### config.mk
export PLATFORM = sky130hd
export DESIGN_NAME = ysyx_23060025_wbu_flat
export DESIGN_NICKNAME = d
export VERILOG_FILES = /design/src/rtl/ysyx_23060025_wbu_if.sv /design/src/rtl/ysyx_23060025_wbu.sv /design/src/flat_wrapper.sv
export SDC_FILE = /design/constraint.sdc
export NUM_CORES = 1
export LEC_CHECK = 0
export CAP_MARGIN = 20
export CELL_PAD_IN_SITES_DETAIL_PLACEMENT = 0
export CELL_PAD_IN_SITES_GLOBAL_PLACEMENT = 1
export CORE_MARGIN = 2
export CORE_UTILIZATION = 47
export CTS_CLUSTER_SIZE = 24
export DETAILED_ROUTE_END_ITERATION = 12
export DONT_BUFFER_PORTS = 1
export PLACE_DENSITY = 0.87
export SLEW_MARGIN = 20
export SYNTH_ARGS = -nofsm -noshare
export SYNTH_HDL_FRONTEND = slang
export SYNTH_SLANG_ARGS = --single-unit
### constraint.sdc
create_clock -name clock -period 2.7 [get_ports clock]
set_clock_uncertainty 0.05 [all_clocks]
set_input_delay 0.54 -clock clock [delete_from_list [all_inputs] [get_ports clock]]
set_output_delay 0.54 -clock clock [all_outputs]
set_load 0.05 [all_outputs]
### src/rtl/ysyx_23060025_wbu_if.sv
// Write-back stage port bundle: retired-instruction input from the LSU and
// commit-side outputs (GPR write, CSR read, redirect, commit pulse).
interface ysyx_23060025_wbu_if #(
  parameter int DATA_LEN = 32,
  parameter int ADDR_LEN = 32
);
  logic                lsu_valid_i;
  logic                wd_i;
  logic [4:0]          wreg_i;
  logic [DATA_LEN-1:0] wdata_i;
  logic [2:0]          csr_type_i;
  logic [11:0]         csr_addr_i;
  logic [DATA_LEN-1:0] csr_wdata_i;
  logic [ADDR_LEN-1:0] pc_i;
  logic [11:0]         csr_raddr_i;
  logic                wb_ready_o;
  logic                reg_wen_o;
  logic [4:0]          reg_waddr_o;
  logic [DATA_LEN-1:0] reg_wdata_o;
  logic [DATA_LEN-1:0] csr_rdata_o;
  logic                redirect_valid_o;
  logic [ADDR_LEN-1:0] redirect_pc_o;
  logic                wb_valid_o;

  modport slave (
    input  lsu_valid_i, wd_i, wreg_i, wdata_i, csr_type_i, csr_addr_i,
           csr_wdata_i, pc_i, csr_raddr_i,
    output wb_ready_o, reg_wen_o, reg_waddr_o, reg_wdata_o, csr_rdata_o,
           redirect_valid_o, redirect_pc_o, wb_valid_o
  );

  modport master (
    output lsu_valid_i, wd_i, wreg_i, wdata_i, csr_type_i, csr_addr_i,
           csr_wdata_i, pc_i, csr_raddr_i,
    input  wb_ready_o, reg_wen_o, reg_waddr_o, reg_wdata_o, csr_rdata_o,
           redirect_valid_o, redirect_pc_o, wb_valid_o
  );
endinterface

### src/rtl/ysyx_23060025_wbu.sv
// Write-back stage: latches one retired instruction, commits GPR/CSR effects in one cycle.
// Optional mcycle/minstret counters are built when WBU_PERF_CSR_EN is defined.
module ysyx_23060025_wbu #(
  parameter int DATA_LEN = 32,
  parameter int ADDR_LEN = 32
) (
  input logic                 clock,
  input logic                 rstn,
  ysyx_23060025_wbu_if.slave  wb
);

  typedef enum logic [0:0] {WB_IDLE, WB_COMMIT} wb_state_e;

  localparam logic [2:0] CSR_W     = 3'b001;
  localparam logic [2:0] CSR_ECALL = 3'b010;
  localparam logic [2:0] CSR_MRET  = 3'b011;

  localparam logic [11:0] A_MSTATUS = 12'h300;
  localparam logic [11:0] A_MTVEC   = 12'h305;
  localparam logic [11:0] A_MEPC    = 12'h341;
  localparam logic [11:0] A_MCAUSE  = 12'h342;

  wb_state_e           state_q, state_d;
  logic                wd_q, wd_d;
  logic [4:0]          wreg_q, wreg_d;
  logic [DATA_LEN-1:0] wdata_q, wdata_d;
  logic [2:0]          csr_type_q, csr_type_d;
  logic [11:0]         csr_addr_q, csr_addr_d;
  logic [DATA_LEN-1:0] csr_wdata_q, csr_wdata_d;
  logic [ADDR_LEN-1:0] pc_q, pc_d;
  logic [DATA_LEN-1:0] mstatus_q, mstatus_d;
  logic [DATA_LEN-1:0] mtvec_q, mtvec_d;
  logic [DATA_LEN-1:0] mepc_q, mepc_d;
  logic [DATA_LEN-1:0] mcause_q, mcause_d;
  logic                commit;

`ifdef WBU_PERF_CSR_EN
  logic [63:0] mcycle_q, mcycle_d;
  logic [63:0] minstret_q, minstret_d;

  always_comb begin
    mcycle_d   = mcycle_q + 64'd1;
    minstret_d = minstret_q + ((state_q == WB_COMMIT) ? 64'd1 : 64'd0);
  end

  always_ff @(posedge clock) begin
    if (!rstn) begin
      mcycle_q   <= '0;
      minstret_q <= '0;
    end else begin
      mcycle_q   <= mcycle_d;
      minstret_q <= minstret_d;
    end
  end
`endif

  always_comb begin
    state_d     = state_q;
    wd_d        = wd_q;
    wreg_d      = wreg_q;
    wdata_d     = wdata_q;
    csr_type_d  = csr_type_q;
    csr_addr_d  = csr_addr_q;
    csr_wdata_d = csr_wdata_q;
    pc_d        = pc_q;
    mstatus_d   = mstatus_q;
    mtvec_d     = mtvec_q;
    mepc_d      = mepc_q;
    mcause_d    = mcause_q;
    case (state_q)
      WB_IDLE: begin
        if (wb.lsu_valid_i) begin
          state_d     = WB_COMMIT;
          wd_d        = wb.wd_i;
          wreg_d      = wb.wreg_i;
          wdata_d     = wb.wdata_i;
          csr_type_d  = wb.csr_type_i;
          csr_addr_d  = wb.csr_addr_i;
          csr_wdata_d = wb.csr_wdata_i;
          pc_d        = wb.pc_i;
        end
      end
      WB_COMMIT: begin
        state_d = WB_IDLE;
        case (csr_type_q)
          CSR_W: begin
            case (csr_addr_q)
              A_MSTATUS: mstatus_d = csr_wdata_q;
              A_MTVEC:   mtvec_d   = csr_wdata_q;
              A_MEPC:    mepc_d    = csr_wdata_q;
              A_MCAUSE:  mcause_d  = csr_wdata_q;
              default: ;
            endcase
          end
          CSR_ECALL: begin
            mepc_d   = DATA_LEN'(pc_q);
            mcause_d = DATA_LEN'(11);
          end
          default: ;
        endcase
      end
      default: state_d = WB_IDLE;
    endcase
  end

  always_ff @(posedge clock) begin
    if (!rstn) begin
      state_q     <= WB_IDLE;
      wd_q        <= 1'b0;
      wreg_q      <= '0;
      wdata_q     <= '0;
      csr_type_q  <= '0;
      csr_addr_q  <= '0;
      csr_wdata_q <= '0;
      pc_q        <= '0;
      mstatus_q   <= DATA_LEN'(32'h0000_1800);
      mtvec_q     <= '0;
      mepc_q      <= '0;
      mcause_q    <= '0;
    end else begin
      state_q     <= state_d;
      wd_q        <= wd_d;
      wreg_q      <= wreg_d;
      wdata_q     <= wdata_d;
      csr_type_q  <= csr_type_d;
      csr_addr_q  <= csr_addr_d;
      csr_wdata_q <= csr_wdata_d;
      pc_q        <= pc_d;
      mstatus_q   <= mstatus_d;
      mtvec_q     <= mtvec_d;
      mepc_q      <= mepc_d;
      mcause_q    <= mcause_d;
    end
  end

  // Everything is qualified by rstn so a reset landing on COMMIT masks the commit.
  assign commit         = rstn && (state_q == WB_COMMIT);
  assign wb.wb_ready_o  = rstn && (state_q == WB_IDLE);
  assign wb.wb_valid_o  = commit;
  assign wb.reg_wen_o   = commit && wd_q && (wreg_q != 5'd0);
  assign wb.reg_waddr_o = commit ? wreg_q : 5'd0;
  assign wb.reg_wdata_o = commit ? wdata_q : '0;

  always_comb begin
    wb.redirect_valid_o = 1'b0;
    wb.redirect_pc_o    = '0;
    if (commit && csr_type_q == CSR_ECALL) begin
      wb.redirect_valid_o = 1'b1;
      wb.redirect_pc_o    = ADDR_LEN'(mtvec_q);
    end else if (commit && csr_type_q == CSR_MRET) begin
      wb.redirect_valid_o = 1'b1;
      wb.redirect_pc_o    = ADDR_LEN'(mepc_q);
    end
  end

  always_comb begin
    wb.csr_rdata_o = '0;
    if (rstn) begin
      case (wb.csr_raddr_i)
        A_MSTATUS: wb.csr_rdata_o = mstatus_q;
        A_MTVEC:   wb.csr_rdata_o = mtvec_q;
        A_MEPC:    wb.csr_rdata_o = mepc_q;
        A_MCAUSE:  wb.csr_rdata_o = mcause_q;
`ifdef WBU_PERF_CSR_EN
        12'hB00:   wb.csr_rdata_o = DATA_LEN'(mcycle_q[31:0]);
        12'hB80:   wb.csr_rdata_o = DATA_LEN'(mcycle_q[63:32]);
        12'hB02:   wb.csr_rdata_o = DATA_LEN'(minstret_q[31:0]);
        12'hB82:   wb.csr_rdata_o = DATA_LEN'(minstret_q[63:32]);
`endif
        default:   wb.csr_rdata_o = '0;
      endcase
    end
  end

endmodule

### src/flat_wrapper.sv
// flat-port wrapper written by rule: the top's interface ports become plain ports
module ysyx_23060025_wbu_flat 
#(
  parameter int DATA_LEN = 32,
  parameter int ADDR_LEN = 32
)
  (clock, rstn, wb_lsu_valid_i, wb_wd_i, wb_wreg_i, wb_wdata_i, wb_csr_type_i, wb_csr_addr_i, wb_csr_wdata_i, wb_pc_i, wb_csr_raddr_i, wb_wb_ready_o, wb_reg_wen_o, wb_reg_waddr_o, wb_reg_wdata_o, wb_csr_rdata_o, wb_redirect_valid_o, wb_redirect_pc_o, wb_wb_valid_o);
  ysyx_23060025_wbu_if #(.DATA_LEN(DATA_LEN), .ADDR_LEN(ADDR_LEN)) wb_i ();
  input logic clock;
  input logic rstn;
  input wire logic [$bits(wb_i.lsu_valid_i)-1:0] wb_lsu_valid_i;
  input wire logic [$bits(wb_i.wd_i)-1:0] wb_wd_i;
  input wire logic [$bits(wb_i.wreg_i)-1:0] wb_wreg_i;
  input wire logic [$bits(wb_i.wdata_i)-1:0] wb_wdata_i;
  input wire logic [$bits(wb_i.csr_type_i)-1:0] wb_csr_type_i;
  input wire logic [$bits(wb_i.csr_addr_i)-1:0] wb_csr_addr_i;
  input wire logic [$bits(wb_i.csr_wdata_i)-1:0] wb_csr_wdata_i;
  input wire logic [$bits(wb_i.pc_i)-1:0] wb_pc_i;
  input wire logic [$bits(wb_i.csr_raddr_i)-1:0] wb_csr_raddr_i;
  output wire logic [$bits(wb_i.wb_ready_o)-1:0] wb_wb_ready_o;
  output wire logic [$bits(wb_i.reg_wen_o)-1:0] wb_reg_wen_o;
  output wire logic [$bits(wb_i.reg_waddr_o)-1:0] wb_reg_waddr_o;
  output wire logic [$bits(wb_i.reg_wdata_o)-1:0] wb_reg_wdata_o;
  output wire logic [$bits(wb_i.csr_rdata_o)-1:0] wb_csr_rdata_o;
  output wire logic [$bits(wb_i.redirect_valid_o)-1:0] wb_redirect_valid_o;
  output wire logic [$bits(wb_i.redirect_pc_o)-1:0] wb_redirect_pc_o;
  output wire logic [$bits(wb_i.wb_valid_o)-1:0] wb_wb_valid_o;
  assign wb_i.lsu_valid_i = wb_lsu_valid_i;
  assign wb_i.wd_i = wb_wd_i;
  assign wb_i.wreg_i = wb_wreg_i;
  assign wb_i.wdata_i = wb_wdata_i;
  assign wb_i.csr_type_i = wb_csr_type_i;
  assign wb_i.csr_addr_i = wb_csr_addr_i;
  assign wb_i.csr_wdata_i = wb_csr_wdata_i;
  assign wb_i.pc_i = wb_pc_i;
  assign wb_i.csr_raddr_i = wb_csr_raddr_i;
  assign wb_wb_ready_o = wb_i.wb_ready_o;
  assign wb_reg_wen_o = wb_i.reg_wen_o;
  assign wb_reg_waddr_o = wb_i.reg_waddr_o;
  assign wb_reg_wdata_o = wb_i.reg_wdata_o;
  assign wb_csr_rdata_o = wb_i.csr_rdata_o;
  assign wb_redirect_valid_o = wb_i.redirect_valid_o;
  assign wb_redirect_pc_o = wb_i.redirect_pc_o;
  assign wb_wb_valid_o = wb_i.wb_valid_o;
  ysyx_23060025_wbu #(.DATA_LEN(DATA_LEN), .ADDR_LEN(ADDR_LEN)) u_core (.clock(clock), .rstn(rstn), .wb(wb_i));
endmodule
Word level (Yosys, flattened, before mapping) --
Index checks and enable logic that the tools add are counted.
Cells by class: multiplexer cells 14, bitwise gates (word level) 1, reduce and logical (&&, ||, !) cells 13, eq/ne operators 13
Operators with widths (count):
- $mux W32 | 6
- $pmux W32 S2 | 2
- $pmux W32 S4 | 1
- $eq A12 B10 Y1 const B | 8
- $reduce_and A3 Y1 | 4
- $eq A3 B2 Y1 const B | 2
- $logic_and A1 B1 Y1 | 6
- $mux W5 | 1
- $reduce_bool A5 Y1 | 1
- $eq A3 B1 Y1 const B | 1
- $mux W1 | 3
- $ne A2 B1 Y1 const B | 1
- $ne A2 B2 Y1 const B | 1
- $pmux W1 S2 | 1
- $reduce_and A2 Y1 | 1
- $reduce_bool A2 Y1 | 1
- $not A1 Y1 | 1
Word-level totals: flip-flop bits (word level) 246, input port bits 132

Depth between registers and ports, before layout --
Gate-level depths: netlist of run 1.
word-level depth 4, gate-level depth with buffers 7, mapped depth without buffers 4

Worst setup path before layout of run 1 --
OpenSTA, ideal clock, no wires.
path type input to output, start point input port wb_csr_raddr_i[0], end point output port wb_csr_rdata_o[10], stages 5, slack -467 ps, data arrival time 2577 ps, cell sequence or4_4 -> nor4_4 -> buf_2 -> nand2_1 -> a31oi_1
On the way: cells in the longest elaborated chain, start to end 3, elaborated cells between the ends (all ways) 6
Ends and longest elaborated chain:
- start, declared | line flat_wrapper.sv:19 | input wire logic [$bits(wb_i.csr_raddr_i)-1:0] wb_csr_raddr_i;
- $eq A12 B10 Y1 | line ysyx_23060025_wbu.sv:159 | case (wb.csr_raddr_i)
- $pmux W32 S4 (*) | line ysyx_23060025_wbu.sv:159
- $mux W32 (*) | line ysyx_23060025_wbu.sv:158 | if (rstn) begin
- end, declared | line flat_wrapper.sv:24 | output wire logic [$bits(wb_i.csr_rdata_o)-1:0] wb_csr_rdata_o;
Every way passes the cells marked *; elsewhere a longest branch is shown, timed or not.

Final worst setup path of run 1 --
start point input port wb_csr_raddr_i[0], end point output port wb_csr_rdata_o[9]
The elaborated chain is that of the path after synthesis.

==> flow_metrics.py, run 1 <==
metrics = {
    "timing": {
        "relSlewSlack_pct": 46.18,
        "hold_viol_final": 0,
        "slew_violations": 0,
        "worst_slack_ns": -0.08392,
        "rsz0062_at_grt": "yes",
        "setup-violations-final": 32,
        "period_needed_ns": 2.784,
        "worst_pin_slew_ns": 0.8072,
        "fin_crit_sh_pct": 103.1,
        "timing.fmax_mhz": 359.2,
    },
    "power_and_ir_drop": {
        "power.switching_mw": 1.875,
        "power.density_mw_per_mm2": 543.6,
        "p_int_mw": 6.002,
        "combPwrFrac_pct": 6.8,
        "p_clk_share_pct": 44.0,
        "p_leak_nw": 4.840,
        "seqPwrFrac_pct": 49.1,
        "power_mw": 7.877,
        "power.share.switching_pct": 23.81,
        "vdd_drop_max_uv": 461.0,
    },
    "route": {
        "highest_layer": "met5",
        "firstDrtPassIters": 5,
        "wl_met1_um": 15590,
        "routedWlPerCell_um": 19.86,
        "ant_nets": 0,
        "wl_met3_um": 3346,
        "drc": 0,
        "wl_met2_um": 15490,
        "drt-vias-per-instance": 5.815,
        "wl_um": 34930,
        "dr_total_vias": 10230,
        "drt_iter0_drc": 851,
    },
    "grt": {
        "grt_overflow": 0,
        "grt_max_degree": 194,
        "antenna_found_initial": 2,
        "grt_usage_pct": 25.94,
        "grt_pass1_vias": 9876,
        "grt_pass1_wl_um": 54140,
    },
    "critical_path": {
        "rr_startpoint": "u_core.state_q",
        "worstPathArrival_ns": 2.19,
        "critical_path_class": "primary input to output port",
        "reg2regPathDepth": 4,
        "cp-end-kind": "output port",
        "r2r_slack_ns": 0.40,
        "timing.rr.end": "u_core.mepc_q[18]",
        "worstPathMaxFanout": 8,
        "critPathLaunchType": "primary input",
        "worstPathRequired_ns": 2.11,
    },
    "die": {
        "die_w_um": 160.0,
        "num_io_pins": 237,
        "start_util_pct": 47.44,
        "die_y_um": 160.0,
        "dieArea_mm2": 0.02559,
        "core_mm2": 0.02411,
        "placementRows": 57,
    },
    "yosys": {
        "synthesis.nets": 1556,
        "synth_seq_cells": 246,
        "ys_seq_area_share_pct": 43.07,
        "syn_area_mm2": 0.01143,
        "synthCells": 1424,
        "synth.distinct_cells": 48,
        "synth-edff-count": 0,
        "synthFlopType": "dfxtp_1",
        "synth_area_per_cell_um2": 8.030,
        "yosys-top-cells-area": "dfxtp_1, nand2_1, mux2i_1",
        "synth_common_cells": "nand2_1, dfxtp_1, a21oi_1, clkbuf_1, mux2i_1",
        "synth_most_common_cell": "nand2_1",
        "synth_top_area_share_pct": 43.07,
        "synth_top_area_cell": "dfxtp_1",
        "async_flop_share_pct": 0,
        "yosys_warnings": 0,
    },
    "final_layout": {
        "nNetsFinal": 1548,
        "multi_input_area_mm2": 0.006540,
        "final_area_mm2": 0.01449,
        "drive_gt1_share_pct": 17.84,
        "seqCellArea_mm2": 0.004927,
        "fillers": 2163,
        "layoutNonFillerInstCount": 1759,
        "antenna_cells": 0,
        "areaGrowthSynthToFinish_pct": 26.72,
        "final_core_util_pct": 60.11,
    },
    "placement": {
        "dp.final_hpwl_um": 22850,
        "place_congestion": 0.8254,
        "post_dp_cell_area_mm2": 0.01352,
        "port_buffers": 0,
        "place_ws_ns": -0.06503,
        "placed_cells": 1708,
    },
    "hold_path": {
        "hold_path.startpoint": "wb_wdata_i[20]",
        "min_path_type": "primary input to flip-flop",
        "min_path_cells": 2,
        "hold_end": "u_core.wdata_q[20]",
    },
    "clock_network": {
        "h-tree-depth": 1,
        "numCtsBuffers": 26,
        "clk_latency_ns": 0.53,
        "cts.path.max_buffers": 3,
        "cts-root-buf": "clkbuf_16",
        "clk_transition_reported_paths_ns": 0.06,
        "cts_tree": "done",
        "clock-sinks": 246,
    },
    "outcome": {
        "violations": "setup timing",
        "status": "finished with violations",
    },
    "job": {
        "cap_violations": 0,
    },
}
[metal layers]
layer,vias to the layer above,global-route usage (%)
met5,-,0
met3,44,6.338
met2,424,40.40
met4,4,5.119
met1,4852,36.81
li1,4904,-
[logic make-up after synthesis]
| logic type | Yosys count | share of synthesized area (%) |
|---|---|---|
| buffers and inverters | 139 | 5.186 |
| muxes | 89 | 7.791 |
| xor gates and xnor gates | 2 | 0.1532 |
| AOI/OAI and AO/OA | 290 | 17.90 |
| DFF | 246 | 43.07 |
| and+or+nand+nor | 658 | 25.90 |
[sequential cells by signal, indices dropped and copies added, names as in the netlist, 3 cells and up]
signal and count:
u_core.csr_addr_q 12, u_core.csr_type_q 3, u_core.csr_wdata_q 32, u_core.mcause_q 32, u_core.mepc_q 32, u_core.mstatus_q 32, u_core.mtvec_q 32, u_core.pc_q 32
u_core.wdata_q 32, u_core.wreg_q 5
[area by class of cell]
type	instances	area share, %
multi-input cells	1039	45.13
inverters	4	0.1382
clock inverters	2	0.2418
well taps	324	2.798
clock buffers	45	5.475
repair buffers	99	12.21
flip-flops and latches	246	34.00
[stage by stage]
| step | setup TNS, ns | hold slack, ns |
|---|---|---|
| 2_1_floorplan | -0.1515 | 0.3818 |
| 3_3_place_gp | 0 | 0.3872 |
| 3_5_place_dp | -0.6149 | 0.3938 |
| 4_1_cts | -1.056 | 0.07885 |
| 5_1_grt | -3.115 | 0.08909 |
| 6_report | -1.897 | 0.09259 |
[power by group through the flow]
stage	clock, mW	sequential [mW]	combinational (mW)
floorplan	0	3.89	0.467
detailed placement	0	3.94	0.541
finish	3.47	3.87	0.538
CTS	3.53	3.86	0.541
global route	3.68	3.88	0.600
global placement	0	3.94	0.528
[how the worst max path moves through the flow]
| stage | end | slack [ns] | start | depth (start not counted) |
|---|---|---|---|---|
| 2_1_floorplan | wb_csr_rdata_o[10] | -0.15 | wb_csr_raddr_i[0] | 5 |
| 3_3_place_gp | wb_csr_rdata_o[10] | 0.007 | wb_csr_raddr_i[0] | 6 |
| 3_5_place_dp | wb_csr_rdata_o[0] | -0.07 | wb_csr_raddr_i[0] | 6 |
| 4_1_cts | wb_csr_rdata_o[16] | -0.06 | wb_csr_raddr_i[0] | 6 |
| 5_1_grt | wb_csr_rdata_o[15] | -0.11 | wb_csr_raddr_i[0] | 7 |
| 6_report | wb_csr_rdata_o[9] | -0.08 | wb_csr_raddr_i[0] | 7 |
[cell usage in the layout (no fill, tap or decap), types with 3 or more instances in the layout]
cell	count
a21oi_1	151
o211ai_1	34
dfxtp_1	244
and3_1	69
inv_1	3
clkbuf_16	29
nand2_1	478
buf_12	78
nand2_4	3
nand2_2	3
nor3b_1	32
a22o_2	30
buf_4	16
nand3_1	33
clkbuf_8	5
clkbuf_1	13
nor2_1	6
a311oi_2	30
and2_2	3
nor3b_4	3
nor3_1	3
a31oi_4	32
mux2i_1	89
[repair_timing]
item	in CTS	in global routing
hold buffers	0	0
endpoints found under the setup margin	64	64
cloned	0	3
buffers inserted	0	1
gates resized for setup	4	14
pin swaps	0	10
[worst max-delay path, cell delays in order]
cell	delay, ns
or4_4	0.54
nor4_4	0.30
buf_6	0.18
clkbuf_16	0.18
nand2_1	0.10
a31oi_4	0.20
buf_12	0.16
(Power assumes the default switching activity.)
==> run 2, diff against run 1 <==
==> constraint.sdc (replaced) <==
create_clock -name clock -period 2.7 [get_ports clock]
set_clock_uncertainty 0.05 [all_clocks]
set_input_delay 0.405 -clock clock [delete_from_list [all_inputs] [get_ports clock]]
set_output_delay 0.405 -clock clock [all_outputs]
set_load 0.05 [all_outputs]
==> run 2 against run 1 <==
Against the previous run:
- the flow now finishes without violations
- sequential share of layout area shrank 1.5 points
- maximum frequency up 8.0%
- non-clock buffer count grew 107
- highest routed layer is now met4
- global-route usage increased by 0.71 points
- register-to-register slack improved by 0.25 ns
- die area is the same
- clock-buffer cell count down 6
- hold slack worse by 0.082 ns
- worst setup slack better by 0.21 ns
- power grew 2.7%
==> flow_metrics.py, run 2 (synthesized netlist as in run 1, its figures left out) <==
metrics = {
    "die": {
        "start_util_pct": 47.44,
        "dieArea_mm2": 0.02559,
        "placementRows": 57,
        "num_io_pins": 237,
        "core_mm2": 0.02411,
        "die_w_um": 160.0,
        "die_y_um": 160.0,
    },
    "route": {
        "ant_nets": 0,
        "dr_total_vias": 10770,
        "wl_um": 35400,
        "firstDrtPassIters": 5,
        "drt-vias-per-instance": 5.764,
        "drt_iter0_drc": 817,
        "routedWlPerCell_um": 18.95,
        "drc": 0,
    },
    "final_layout": {
        "mostFrequentLayoutCells": "nand2_1, dfxtp_1, a21oi_1",
        "fillers": 2058,
        "nNetsFinal": 1655,
        "final_common_cell": "nand2_1",
        "areaGrowthSynthToFinish_pct": 32.30,
        "layoutNonFillerInstCount": 1868,
        "drive_gt1_share_pct": 13.75,
        "final_core_util_pct": 62.76,
    },
    "power_and_ir_drop": {
        "combPwrFrac_pct": 8.4,
        "power.share.switching_pct": 24.07,
        "power.switching_mw": 1.946,
        "p_int_mw": 6.141,
        "p_clk_share_pct": 43.7,
        "p_leak_nw": 5.192,
        "power.density_mw_per_mm2": 534.6,
        "vdd_drop_max_uv": 477.7,
        "seqPwrFrac_pct": 47.9,
    },
    "critical_path": {
        "worstPathArrival_ns": 2.12,
        "critPathLaunchType": "flip-flop",
        "cp-end-kind": "output port",
        "critical_path_class": "flip-flop to output port",
        "worstPathRequired_ns": 2.25,
        "worstPathMaxFanout": 32,
    },
    "timing": {
        "fin_crit_sh_pct": 95.46,
        "rsz0062_at_grt": "no",
        "relSlewSlack_pct": 57.95,
        "worst_pin_slew_ns": 0.6260,
        "timing.fmax_mhz": 388.0,
        "worst_slack_ns": 0.1225,
        "setup-violations-final": 0,
        "hold_viol_final": 0,
        "slew_violations": 0,
        "period_needed_ns": 2.577,
        "setup_tns_ns": 0,
    },
    "placement": {
        "place_congestion": 0.8069,
        "place_ws_ns": 0.2207,
        "placed_cells": 1705,
        "dp.final_hpwl_um": 22680,
        "port_buffers": 0,
    },
    "grt": {
        "antenna_found_initial": 2,
        "grt_pass1_wl_um": 56100,
        "grt_usage_pct": 26.66,
        "grt_pass1_vias": 10380,
        "grt_overflow": 0,
        "grt_max_degree": 194,
    },
    "clock_network": {
        "clock-sinks": 246,
        "clk_latency_ns": 0.53,
        "clk_transition_reported_paths_ns": 0.06,
        "cts_tree": "done",
        "numCtsBuffers": 26,
        "h-tree-depth": 1,
        "cts-root-buf": "clkbuf_16",
        "cts.path.max_buffers": 3,
        "post_cts_buffers": 0,
    },
    "job": {
        "cap_violations": 0,
    },
    "outcome": {
        "status": "complete, no violations",
    },
    "hold_path": {
        "min_path_type": "primary input to flip-flop",
    },
}
[run 2: power by group through the flow]
| stage | logic, mW | registers, mW | clock network [mW] |
|---|---|---|---|
| finish | 0.678 | 3.88 | 3.53 |
| global route | 0.741 | 3.89 | 3.74 |
| CTS | 0.668 | 3.87 | 3.60 |
| detailed placement | 0.533 | 3.95 | 0 |
| global placement | 0.523 | 3.94 | 0 |
| floorplan | 0.467 | 3.89 | 0 |
[run 2: stage by stage]
stage          area (µm²)  power [mW]  hold slack [ns]
2_1_floorplan       11620       4.361           0.3818
3_3_place_gp        13130       4.464           0.3866
3_5_place_dp        13130       4.480           0.3928
4_1_cts             15100       8.132        0.0001132
5_1_grt             15130       8.363         0.003154
6_report            15130       8.087          0.01057
[run 2: layer usage]
metal / share of wire, % / track usage [%]
met2: 44 / 41.34
met1: 44 / 37.52
met5: 0 / 0
met3: 9.4 / 5.896
met4: 2.2 / 7.289
[run 2: worst max-delay path, stage by stage (launching register included)]
cell,delay [ns]
dfxtp_1,0.43
nor3b_4,0.24
and2_1,0.16
buf_6,0.30
a22o_1,0.29
buf_12,0.16
[run 2: timing repair]
action,CTS,global route
hold endpoints to repair,112,1
gates resized for setup,0,2
hold buffers,113,1
endpoints found under the setup margin,0,32
[run 2: cell type report]
cell class	count	area, µm²	area share, %
multi-input cells	1039	6171	40.79
flip-flops and latches	246	4925	32.55
repair buffers	206	2761	18.25
clock buffers	39	750.7	4.962
well taps	324	405.4	2.680
clock inverters	8	90.09	0.5955
inverters	4	20.02	0.1323
diodes	2	5.005	0.03308
[run 2: worst paths after layout]
| path | start | endpoint | slack, ns | cells past startpoint |
|---|---|---|---|---|
| max reg2reg | u_core.csr_type_q[2] | u_core.mtvec_q[21] | 0.65 | 5 |
| min | wb_pc_i[21] | u_core.pc_q[21] | 0.01 | 2 |
| max | u_core.csr_type_q[2] | wb_redirect_pc_o[11] | 0.12 | 5 |
| min reg2reg | u_core.wdata_q[4] | u_core.wdata_q[4] | 0.40 | 2 |
==> run 3, diff against run 2 <==
--- a/config.mk
+++ b/config.mk
@@ -5,16 +5,18 @@
 export SDC_FILE = /design/constraint.sdc
 export NUM_CORES = 1
 export LEC_CHECK = 0
+export ABC_AREA = 1
 export CAP_MARGIN = 20
 export CELL_PAD_IN_SITES_DETAIL_PLACEMENT = 0
 export CELL_PAD_IN_SITES_GLOBAL_PLACEMENT = 1
 export CORE_MARGIN = 2
-export CORE_UTILIZATION = 47
+export CORE_UTILIZATION = 48
 export CTS_CLUSTER_SIZE = 24
 export DETAILED_ROUTE_END_ITERATION = 12
 export DONT_BUFFER_PORTS = 1
-export PLACE_DENSITY = 0.87
+export PLACE_DENSITY = 0.92
 export SLEW_MARGIN = 20
 export SYNTH_ARGS = -nofsm -noshare
 export SYNTH_HDL_FRONTEND = slang
 export SYNTH_SLANG_ARGS = --single-unit
+export TNS_END_PERCENT = 5
==> constraint.sdc (replaced) <==
create_clock -name clock -period 3.2 [get_ports clock]
set_clock_uncertainty 0.05 [all_clocks]
set_input_delay 0.48 -clock clock [delete_from_list [all_inputs] [get_ports clock]]
set_output_delay 0.48 -clock clock [all_outputs]
set_load 0.05 [all_outputs]
==> run 3 against run 2 <==
Against the previous run:
- power is 9.9% lower
- worst setup slack improved by 0.096 ns
- cell area fell by 9.5%
- via count rose by 8.1%
- sequential cell count stayed put
- sequential power shrank 15%
- final cell count increased by 17%
- register-to-register slack better by 0.31 ns
- critical path depth is 1 higher
- sequential share of layout area rose by 3.4 points
- synthesized cell count is 28% higher
- global-route usage decreased by 0.065 points
- critical path type unchanged
- critical endpoint is now wb_redirect_pc_o[3]
- largest power group is now the clock network
==> flow_metrics.py, run 3 <==
metrics = {
    "outcome": {
        "status": "complete, no violations",
    },
    "yosys": {
        "synth_top_area_share_pct": 41.71,
        "synth.area.mux_share_pct": 0,
        "synth_top_family_by_area": "simple AND/OR/NAND/NOR gates",
        "async_flop_share_pct": 0,
        "synth_most_common_cell": "nor2_1",
        "synth_common_cells": "nor2_1, nand2_1, dfxtp_1, inv_1, nand3_1",
        "synth_area_per_cell_um2": 6.476,
        "synth_seq_cells": 246,
        "synthesis.nets": 1955,
        "synth_top_area_cell": "dfxtp_1",
        "ys_seq_area_share_pct": 41.71,
        "yosys-top-cells-area": "dfxtp_1, nor2_1, nand2_1",
        "synthCells": 1823,
        "synthAdderAreaFrac_pct": 0,
        "synth.distinct_cells": 23,
        "yosys_warnings": 0,
        "synthFlopType": "dfxtp_1",
        "synth-simple-area-share_pct": 31.84,
        "synth-edff-count": 0,
        "syn_area_mm2": 0.01181,
        "synth_compound_area_share_pct": 14.94,
        "synthXorXnorAreaFrac_pct": 0,
    },
    "placement": {
        "place_congestion": 0.8053,
        "port_buffers": 0,
        "place_ws_ns": 0.5351,
        "dp.final_hpwl_um": 21020,
        "post_dp_cell_area_mm2": 0.01271,
    },
    "route": {
        "drt-vias-per-instance": 5.319,
        "dr_total_vias": 11640,
        "ant_nets": 0,
        "drc": 0,
        "routedWlPerCell_um": 16.14,
        "firstDrtPassIters": 5,
        "wl_um": 35320,
        "drt_iter0_drc": 874,
    },
    "critical_path": {
        "critical_path_class": "flip-flop to output port",
        "worstPathArrival_ns": 2.45,
        "worstPathMaxFanout": 32,
        "critPathLaunchType": "flip-flop",
        "worstPathRequired_ns": 2.67,
        "cp-end-kind": "output port",
    },
    "die": {
        "core_mm2": 0.02425,
        "placementRows": 57,
        "dieArea_mm2": 0.02587,
        "die_w_um": 160.8,
        "start_util_pct": 48.69,
        "die_y_um": 160.8,
        "num_io_pins": 237,
    },
    "timing": {
        "rsz0062_at_grt": "no",
        "slew_violations": 0,
        "worst_pin_slew_ns": 0.9500,
        "hold-worst-slack_ns": 0.02863,
        "timing.fmax_mhz": 335.4,
        "fin_crit_sh_pct": 93.18,
        "worst_slack_ns": 0.2183,
        "hold_viol_final": 0,
        "period_needed_ns": 2.982,
        "setup-violations-final": 0,
        "relSlewSlack_pct": 36.60,
        "setup_tns_ns": 0,
    },
    "clock_network": {
        "post_cts_buffers": 0,
        "cts.path.max_buffers": 3,
        "numCtsBuffers": 28,
        "cts_tree": "done",
        "h-tree-depth": 1,
        "post_cts_resized": 0,
        "clk_transition_reported_paths_ns": 0.06,
        "clock-sinks": 246,
        "cts_hold_buf": 2,
        "clk_latency_ns": 0.56,
        "cts-root-buf": "clkbuf_16",
    },
    "final_layout": {
        "final_common_cell": "nor2_1",
        "drive_gt1_share_pct": 10.36,
        "fillers": 2411,
        "multi_input_area_mm2": 0.005608,
        "seqCellArea_mm2": 0.004926,
        "final_area_mm2": 0.01370,
        "areaGrowthSynthToFinish_pct": 16.02,
        "mostFrequentLayoutCells": "nor2_1, nand2_1, dfxtp_1",
        "nNetsFinal": 1978,
    },
    "hold_path": {
        "min_path_type": "primary input to flip-flop",
    },
    "power_and_ir_drop": {
        "vdd_drop_max_uv": 369.6,
        "p_leak_nw": 6.036,
        "power.density_mw_per_mm2": 532.0,
    },
    "grt": {
        "antenna_found_initial": 2,
        "grt_usage_pct": 26.59,
        "grt_pass1_wl_um": 56410,
        "grt_max_degree": 245,
        "grt_pass1_vias": 10820,
        "grt_overflow": 0,
    },
    "job": {
        "cap_violations": 0,
    },
}
run 3: changes by cell type after synthesis, moves of 89 or more:
cell     previous run  this run
mux2i_1            89         0
nand2_1           484       288
inv_1               3       204
nand3_1            34       193
o21ai_0             2       182
nor2_1              6       326
run 3: kinds of logic (layout without fill, tap and decap cells):
logic type	Yosys count	after routing
AO/OA/AOI/OAI	351	351
other	0	2
buffers and inverters	345	385
AND/OR/NAND/NOR	881	881
flip-flops	246	246
run 3: final timing paths:
path	cells after the start	slack, ns	start	end
worst max-delay path	6	0.22	u_core.csr_type_q[1]	wb_redirect_pc_o[3]
worst min-delay path	2	0.03	rstn	u_core.csr_addr_q[3]
worst max register to register	6	0.96	u_core.state_q	u_core.mstatus_q[19]
worst min register to register	2	0.39	u_core.pc_q[4]	u_core.pc_q[4]
run 3: worst max-delay path, cell delays in order, from the launching register on:
cell,delay [ns]
dfxtp_1,0.37
inv_1,0.12
nor3_1,0.41
nand2_2,0.06
buf_4,0.31
o21ai_1,0.35
buf_4,0.27
run 3: report_power, final:
part | total [mW] | switching (mW) | internal [mW]
clock network | 3.36 | 1.28 | 2.09
logic | 0.617 | 0.425 | 0.192
registers | 3.31 | 0.0915 | 3.22
run 3: metrics by stage:
step | power, mW | std cells | util (%)
after detailed placement | 3.981 | 2138 | 52.43
final | 7.288 | 2189 | 56.49
after CTS | 7.351 | 2187 | 56.47
after floorplan | 3.849 | 1823 | -
after global placement | 3.963 | 2138 | 52.43
after global routing | 7.580 | 2187 | 56.47
run 3: metal layers:
| metal | vias up | part of all wire, % | GRT usage (%) | routed length, µm |
|---|---|---|---|---|
| li1 | 5856 | - | - | - |
| met1 | 5299 | 44 | 35.51 | 15420 |
| met2 | 451 | 46 | 43.99 | 16160 |
| met3 | 38 | 9.2 | 5.863 | 3247 |
| met4 | 0 | 1.4 | 6.534 | 493 |
| met5 | - | 0 | 0 | 0 |
run 3: final cells by class:
class / instances / share of cell area (%)
tap: 324 / 2.959
clock inverter: 9 / 1.324
sequential: 246 / 35.96
inverter: 206 / 5.645
timing repair buffer: 132 / 7.453
antenna: 2 / 0.03654
multi-input combinational: 1232 / 40.94
clock buffer: 38 / 5.681
